### config.mk
export PLATFORM = sky130hd
export DESIGN_NAME = down_counter_seq
export DESIGN_NICKNAME = d
export VERILOG_FILES = /design/src/rtl/down_counter_seq.sv
export SDC_FILE = /design/constraint.sdc
export NUM_CORES = 1
export LEC_CHECK = 0
export CORE_MARGIN = 4
export CORE_UTILIZATION = 45
export CTS_BUF_LIST = sky130_fd_sc_hd__clkbuf_16
export CTS_CLUSTER_SIZE = 10
export DETAILED_ROUTE_END_ITERATION = 6
export PLACE_DENSITY = 0.71
export SLEW_MARGIN = 5
export SYNTH_ARGS = -nofsm -noshare
export SYNTH_HDL_FRONTEND = slang
export SYNTH_SLANG_ARGS = --single-unit
### constraint.sdc
create_clock -name clk -period 3.8 [get_ports clk]
set_input_delay 0.38 -clock clk [delete_from_list [all_inputs] [get_ports clk]]
set_output_delay 0.38 -clock clk [all_outputs]
set_load 0.01 [all_outputs]
### src/rtl/down_counter_seq.sv
// Loadable down-counter sequencer: start loads a count, steps to zero, then pulses done (or reloads in auto mode).
// Outputs register one edge after the controlling input; hold freezes a run, abort returns to idle on the next edge.
module down_counter_seq #(
    parameter int WIDTH = 4
) (
    input  logic             clk,
    input  logic             res,
    input  logic             start,
    input  logic [WIDTH-1:0] load_val,
    input  logic             auto_reload,
    input  logic             hold,
    input  logic             abort,
    output logic [WIDTH-1:0] c_out,
    output logic             busy,
    output logic             tc,
    output logic             done
);

    typedef enum logic [1:0] {
        IDLE = 2'd0,
        RUN  = 2'd1,
        DONE = 2'd2
    } state_t;

    state_t           state;
    logic [WIDTH-1:0] reload_reg;
    logic             mode_reg;

    always_ff @(posedge clk or negedge res) begin
        if (!res) begin
            state      <= IDLE;
            c_out      <= '0;
            busy       <= 1'b0;
            tc         <= 1'b0;
            done       <= 1'b0;
            reload_reg <= '0;
            mode_reg   <= 1'b0;
        end else if (abort) begin
            state <= IDLE;
            c_out <= '0;
            busy  <= 1'b0;
            tc    <= 1'b0;
            done  <= 1'b0;
        end else begin
            case (state)
                IDLE, DONE: begin
                    // DONE accepts start exactly like IDLE so runs can chain back to back
                    done <= 1'b0;
                    if (start) begin
                        state      <= RUN;
                        c_out      <= load_val;
                        reload_reg <= load_val;
                        mode_reg   <= auto_reload;
                        busy       <= 1'b1;
                        tc         <= (load_val == '0);
                    end else begin
                        state <= IDLE;
                        c_out <= '0;
                        busy  <= 1'b0;
                        tc    <= 1'b0;
                    end
                end
                RUN: begin
                    if (!hold) begin
                        if (c_out > WIDTH'(1)) begin
                            c_out <= c_out - WIDTH'(1);
                            tc    <= 1'b0;
                        end else if (c_out == WIDTH'(1)) begin
                            c_out <= '0;
                            tc    <= 1'b1;
                        end else if (mode_reg) begin
                            c_out <= reload_reg;
                            tc    <= (reload_reg == '0);
                        end else begin
                            state <= DONE;
                            busy  <= 1'b0;
                            tc    <= 1'b0;
                            done  <= 1'b1;
                        end
                    end
                end
                default: begin
                    state <= IDLE;
                    c_out <= '0;
                    busy  <= 1'b0;
                    tc    <= 1'b0;
                    done  <= 1'b0;
                end
            endcase
        end
    end

endmodule

==> results.yml, run 1 <==
outcome:
  outcome: "finished clean"
logic_synthesis:
  yosys-top-cells-area: "dfrtp_1 41%, nand2_1 6.1%, ha_1 3.1%"
  ys_seq_area_share_pct: 40.94
  synthArstFlopShare_pct: 100.0
  yosys.area.top_type_share_pct: 40.94
  synth_top_area_cell: "dfrtp_1"
  synth_seq_cells: 13
  ys_warn_count: 0
  synthesis.instances: 84
  synth-edff-count: 0
  ys_dominant_reg_cell: "dfrtp_1"
  syn_area_per_cell_um2: 9.458
  yosysUniqueCellTypes: 35
  syn_nets: 96
  synth.cell_area_um2: 794.5
cells_and_area:
  diodes: 0
  drive_gt1_share_pct: 7.921
  area_growth_pct: 29.92
  nNetsFinal: 114
  layoutNonFillerInstCount: 125
floorplan:
  rows: 14
  die_area_um2: 2502
  core_area_um2: 1594
  die_w_um: 50.02
  ios: 17
  die_h_um: 50.02
  floorplan.initialDensity_pct: 49.84
setup_path:
  crit_required_ns: 3.42
  worst-path-max-fanout: 11
  crit_type: "flip-flop to output port"
  crit_path_max_incr_delay_ns: 0.61
  worstPathCellList: "clkdlybuf4s50_1"
  cp.depth: 1
  cp-end-kind: "output port"
  reg2reg_depth: 6
  r2r-start: "c_out[1]"
  critical_path.top_delay_family: "buffers and inverters"
  arrival_ns: 1.42
  r2r_end: "reload_reg[3]"
  worstSetupStartpoint: "c_out[2]"
  cp-start-kind: "flip-flop"
  cp_slowest_cell: "clkdlybuf4s50_1"
  r2r_slack_ns: 2.01
  crit_path_end: "c_out[2]"
  path_buf_inv: 1
timing:
  max-slew-margin-rel_pct: 59.40
  drv_slew: 0
  fin_crit_sh_pct: 47.41
  tns_ns: 0
  tightest_slew_ns: 0.6071
  hold_violations: 0
  setup_viol: 0
  rsz0062_at_grt: "false"
  period_needed_ns: 1.802
  fin_ws_ns: 1.998
  skew_ns: 0.005316
  hold_ws_ns: 0.5181
  max_freq_mhz: 555.1
power:
  peakVddDrop_mv: 0.3558
  powerDensity_nw_per_um2: 534.3
  finalPower_mw: 0.5515
  cellLeakagePower_nw: 0.4486
global_routing:
  grt_usage_pct: 18.35
  grt_max_degree: 14
  grt_antenna_before_repair: 0
  overflow: 0
  grt_pass1_wl_um: 3443
  grt_pass1_vias: 681
drt:
  postRouteAntennaNets: 0
  dr.pass1.iters: 4
  wl_um: 2066
  drc_errors: 0
  drt-vias-per-instance: 5.936
  drtIter0Drc: 38
  wl_per_cell_um: 16.53
  via_count: 742
cts:
  post-cts-setup-buffers: 0
  tritoncts: "done"
  ctsResizeCount: 0
  cts_made_buffers: 3
  cts_max_level: 1
  cts_max_path_buffers: 2
  hold_buffers: 0
  clock_sinks: 13
  root_buffer: "clkbuf_16"
  clk_pin_slew_ns: 0.05
  clk_latency_ns: 0.24
placed_design:
  dp_hpwl_um: 1490
  dp.cells: 121
  place_congestion: 0.7805
  post-place-ws_ns: 1.955
  port-buffer-count: 16
flow_run:
  cap_viol_max_count: 0
hold_path:
  hold_path.class: "input port to asynchronous set/reset pin"
==> synthesized netlist by cell type (2+ instances only) <==
master / n
a22oi_1: 2
inv_1: 6
a21oi_1: 3
nand2_1: 13
o311ai_0: 2
nor2b_1: 4
nor2_1: 3
nand3_1: 2
dfrtp_1: 13
o21ai_0: 5
a22o_1: 2
nor4_1: 3
nand2b_1: 2
ha_1: 2
a32oi_1: 2
==> logic make-up after synthesis <==
group / count (synthesis) / share of synthesized area, %
buffers and inverters: 9 / 6.770
and+or+nand+nor: 33 / 24.41
DFF: 13 / 40.94
AOI/OAI and AO/OA: 27 / 24.73
adders and majority gates: 2 / 3.149
==> metrics by stage <==
step / area (µm²) / util (%)
2_1_floorplan: 794.5 / -
3_3_place_gp: 953.4 / 59.81
3_5_place_dp: 953.4 / 59.81
4_1_cts: 1032 / 64.76
5_1_grt: 1032 / 64.76
6_report: 1032 / 64.76
==> area by class of cell <==
type | count | area (µm²)
Sequential cell | 13 | 325.3
Timing Repair Buffer | 16 | 160.2
Clock buffer | 3 | 75.07
Fill cell | 133 | 561.8
Clock inverter | 1 | 3.754
Tap cell | 24 | 30.03
Inverter | 6 | 22.52
Multi-Input combinational cell | 62 | 415.4
==> placed cells by master (no fill, tap or decap), types with 2 or more instances in the layout <==
cell,instances
a21oi_1,3
a22o_1,2
a22oi_1,2
a32oi_1,2
clkbuf_16,3
clkdlybuf4s50_1,16
dfrtp_1,13
ha_1,2
inv_1,7
nand2_1,13
nand2b_1,2
nand3_1,2
nor2_1,3
nor2b_1,4
nor4_1,3
o21ai_0,5
o311ai_0,2
==> metal layers <==
layer  up-vias  share of wire, %  GRT usage, %
met1       358                44         25.23
met4         0               2.4         8.295
met2        30                46         26.96
met3         7               7.7         4.217
met5         -                 0             0
li1        347                 -             -
==> worst min-delay path by stage <==
stage                              from            end  cells after the start
after global routing      reload_reg[3]  reload_reg[3]                      1
final                               res           done                      1
after global placement    reload_reg[3]  reload_reg[3]                      1
after floorplan                     res           busy                      0
after detailed placement  reload_reg[3]  reload_reg[3]                      1
after CTS                 reload_reg[3]  reload_reg[3]                      1
==> report_power, final <==
group	leakage, nW	internal [mW]	switching (mW)	total [mW]
Sequential	0.170	0.160	0.0270	0.187
Combinational	0.237	0.0787	0.0876	0.166
Clock	0.0423	0.139	0.0589	0.198
Total	0.449	0.378	0.174	0.551
Power figures use the tool's default switching activity.
==> run 2, diff against run 1 <==
==> constraint.sdc (replaced) <==
create_clock -name clk -period 1.75 [get_ports clk]
set_input_delay 0.175 -clock clk [delete_from_list [all_inputs] [get_ports clk]]
set_output_delay 0.175 -clock clk [all_outputs]
set_load 0.01 [all_outputs]
==> results.yml, run 2 (synthesis results as in run 1) <==
floorplan:
  rows: 14
  die_h_um: 50.02
  die_w_um: 50.02
  ios: 17
  floorplan.initialDensity_pct: 49.84
  die_area_um2: 2502
  core_area_um2: 1594
placed_design:
  post-place-ws_ns: 0.06122
  port-buffer-count: 16
  dpl_cell_area_um2: 991.0
  dp.cells: 126
  place_congestion: 0.8726
  dp_hpwl_um: 1569
cells_and_area:
  post-route-util_pct: 68.05
  final_common_cell: "clkdlybuf4s50_1"
  layoutNonFillerInstCount: 130
  diodes: 0
  nNetsFinal: 119
  area_growth_pct: 36.54
  drive_gt1_share_pct: 14.15
  fin_area_um2: 1085
  final_cell_mix: "16 x clkdlybuf4s50_1, 13 x nand2_1, 13 x dfrtp_1"
timing:
  drv_slew: 0
  hold_violations: 0
  skew_ns: 0.003263
  hold_ws_ns: 0.3102
  max-slew-margin-rel_pct: 60.45
  max_freq_mhz: 599.2
  tightest_slew_ns: 0.5914
  setup_viol: 0
  period_needed_ns: 1.669
  fin_crit_sh_pct: 95.37
  fin_ws_ns: 0.08101
drt:
  via_count: 759
  wl_um: 2156
  postRouteAntennaNets: 0
  drtIter0Drc: 34
  drt-vias-per-instance: 5.838
  wl_per_cell_um: 16.58
  dr.pass1.iters: 4
  drc_errors: 0
outcome:
  outcome: "finished clean"
cts:
  hold_buffers: 0
  tritoncts: "done"
  cts_made_buffers: 3
  post-cts-setup-buffers: 0
  cts_max_path_buffers: 2
  clk_pin_slew_ns: 0.05
  clock_sinks: 13
  cts_max_level: 1
  root_buffer: "clkbuf_16"
  clk_latency_ns: 0.24
  ctsResizeCount: 0
power:
  swShare_pct: 30.84
  powerDensity_nw_per_um2: 1137
  switching_power_mw: 0.3806
  power.internal_mw: 0.8534
  power_frac_seq_pct: 32.2
  cellLeakagePower_nw: 0.4747
  peakVddDrop_mv: 0.6640
  comb_power_share_pct: 33.1
  power_frac_clock_pct: 34.7
global_routing:
  grt_max_degree: 14
  grt_antenna_before_repair: 0
  overflow: 0
  grt_pass1_vias: 747
  grt_usage_pct: 19.21
  grt_pass1_wl_um: 3574
flow_run:
  cap_viol_max_count: 0
setup_path:
  worst-path-max-fanout: 6
  reg2reg_depth: 6
  crit_type: "flip-flop to flip-flop"
  cp-start-kind: "flip-flop"
  cp-end-kind: "flip-flop"
  r2r-start: "c_out[0]"
  arrival_ns: 1.80
  crit_required_ns: 1.88
  worstSetupStartpoint: "c_out[0]"
hold_path:
  hold_path.class: "input port to asynchronous set/reset pin"
==> run 2: layout make-up <==
cell class / count / area (µm²)
inverters: 6 / 22.52
fillers: 127 / 509.2
flip-flops and latches: 13 / 325.3
repair buffers: 21 / 197.7
clock inverters: 1 / 3.754
clock buffers: 3 / 75.07
well taps: 24 / 30.03
multi-input cells: 62 / 430.4
==> run 2: worst paths after layout <==
check                                      to  slack, ns
max in group asynchronous       reload_reg[1]       1.05
worst min register to register  reload_reg[3]       0.50
worst max-delay path            reload_reg[3]       0.08
min in group clk                     mode_reg       0.50
worst min-delay path                 state[0]       0.31
worst max register to register  reload_reg[3]       0.08
==> run 2: per-stage QoR <==
step / setup TNS (ns) / power [mW]
after floorplan: 0 / 0.6448
after CTS: 0 / 1.216
after global routing: -0.01393 / 1.306
final: 0 / 1.234
after detailed placement: 0 / 0.7822
after global placement: 0 / 0.7785
==> run 2: routing by layer <==
metal	share of wire [%]	global-route usage [%]
met5	0	0
met4	3.6	12.90
met3	4.2	3.313
met2	46	27.61
met1	46	25.88
==> run 2: power by group through the flow <==
stage          logic [mW]  clock network, mW  registers, mW
2_1_floorplan       0.253                  0          0.392
3_3_place_gp        0.378                  0          0.401
3_5_place_dp        0.381                  0          0.401
4_1_cts             0.387              0.432          0.397
5_1_grt             0.447              0.455          0.405
6_report            0.408              0.428          0.398
==> run 2: critical path, cell delays in order (launching register included) <==
cell,delay [ns]
dfrtp_1,0.39
inv_1,0.14
ha_4,0.19
nor4b_4,0.29
a211o_2,0.21
a21oi_2,0.08
a32o_1,0.26
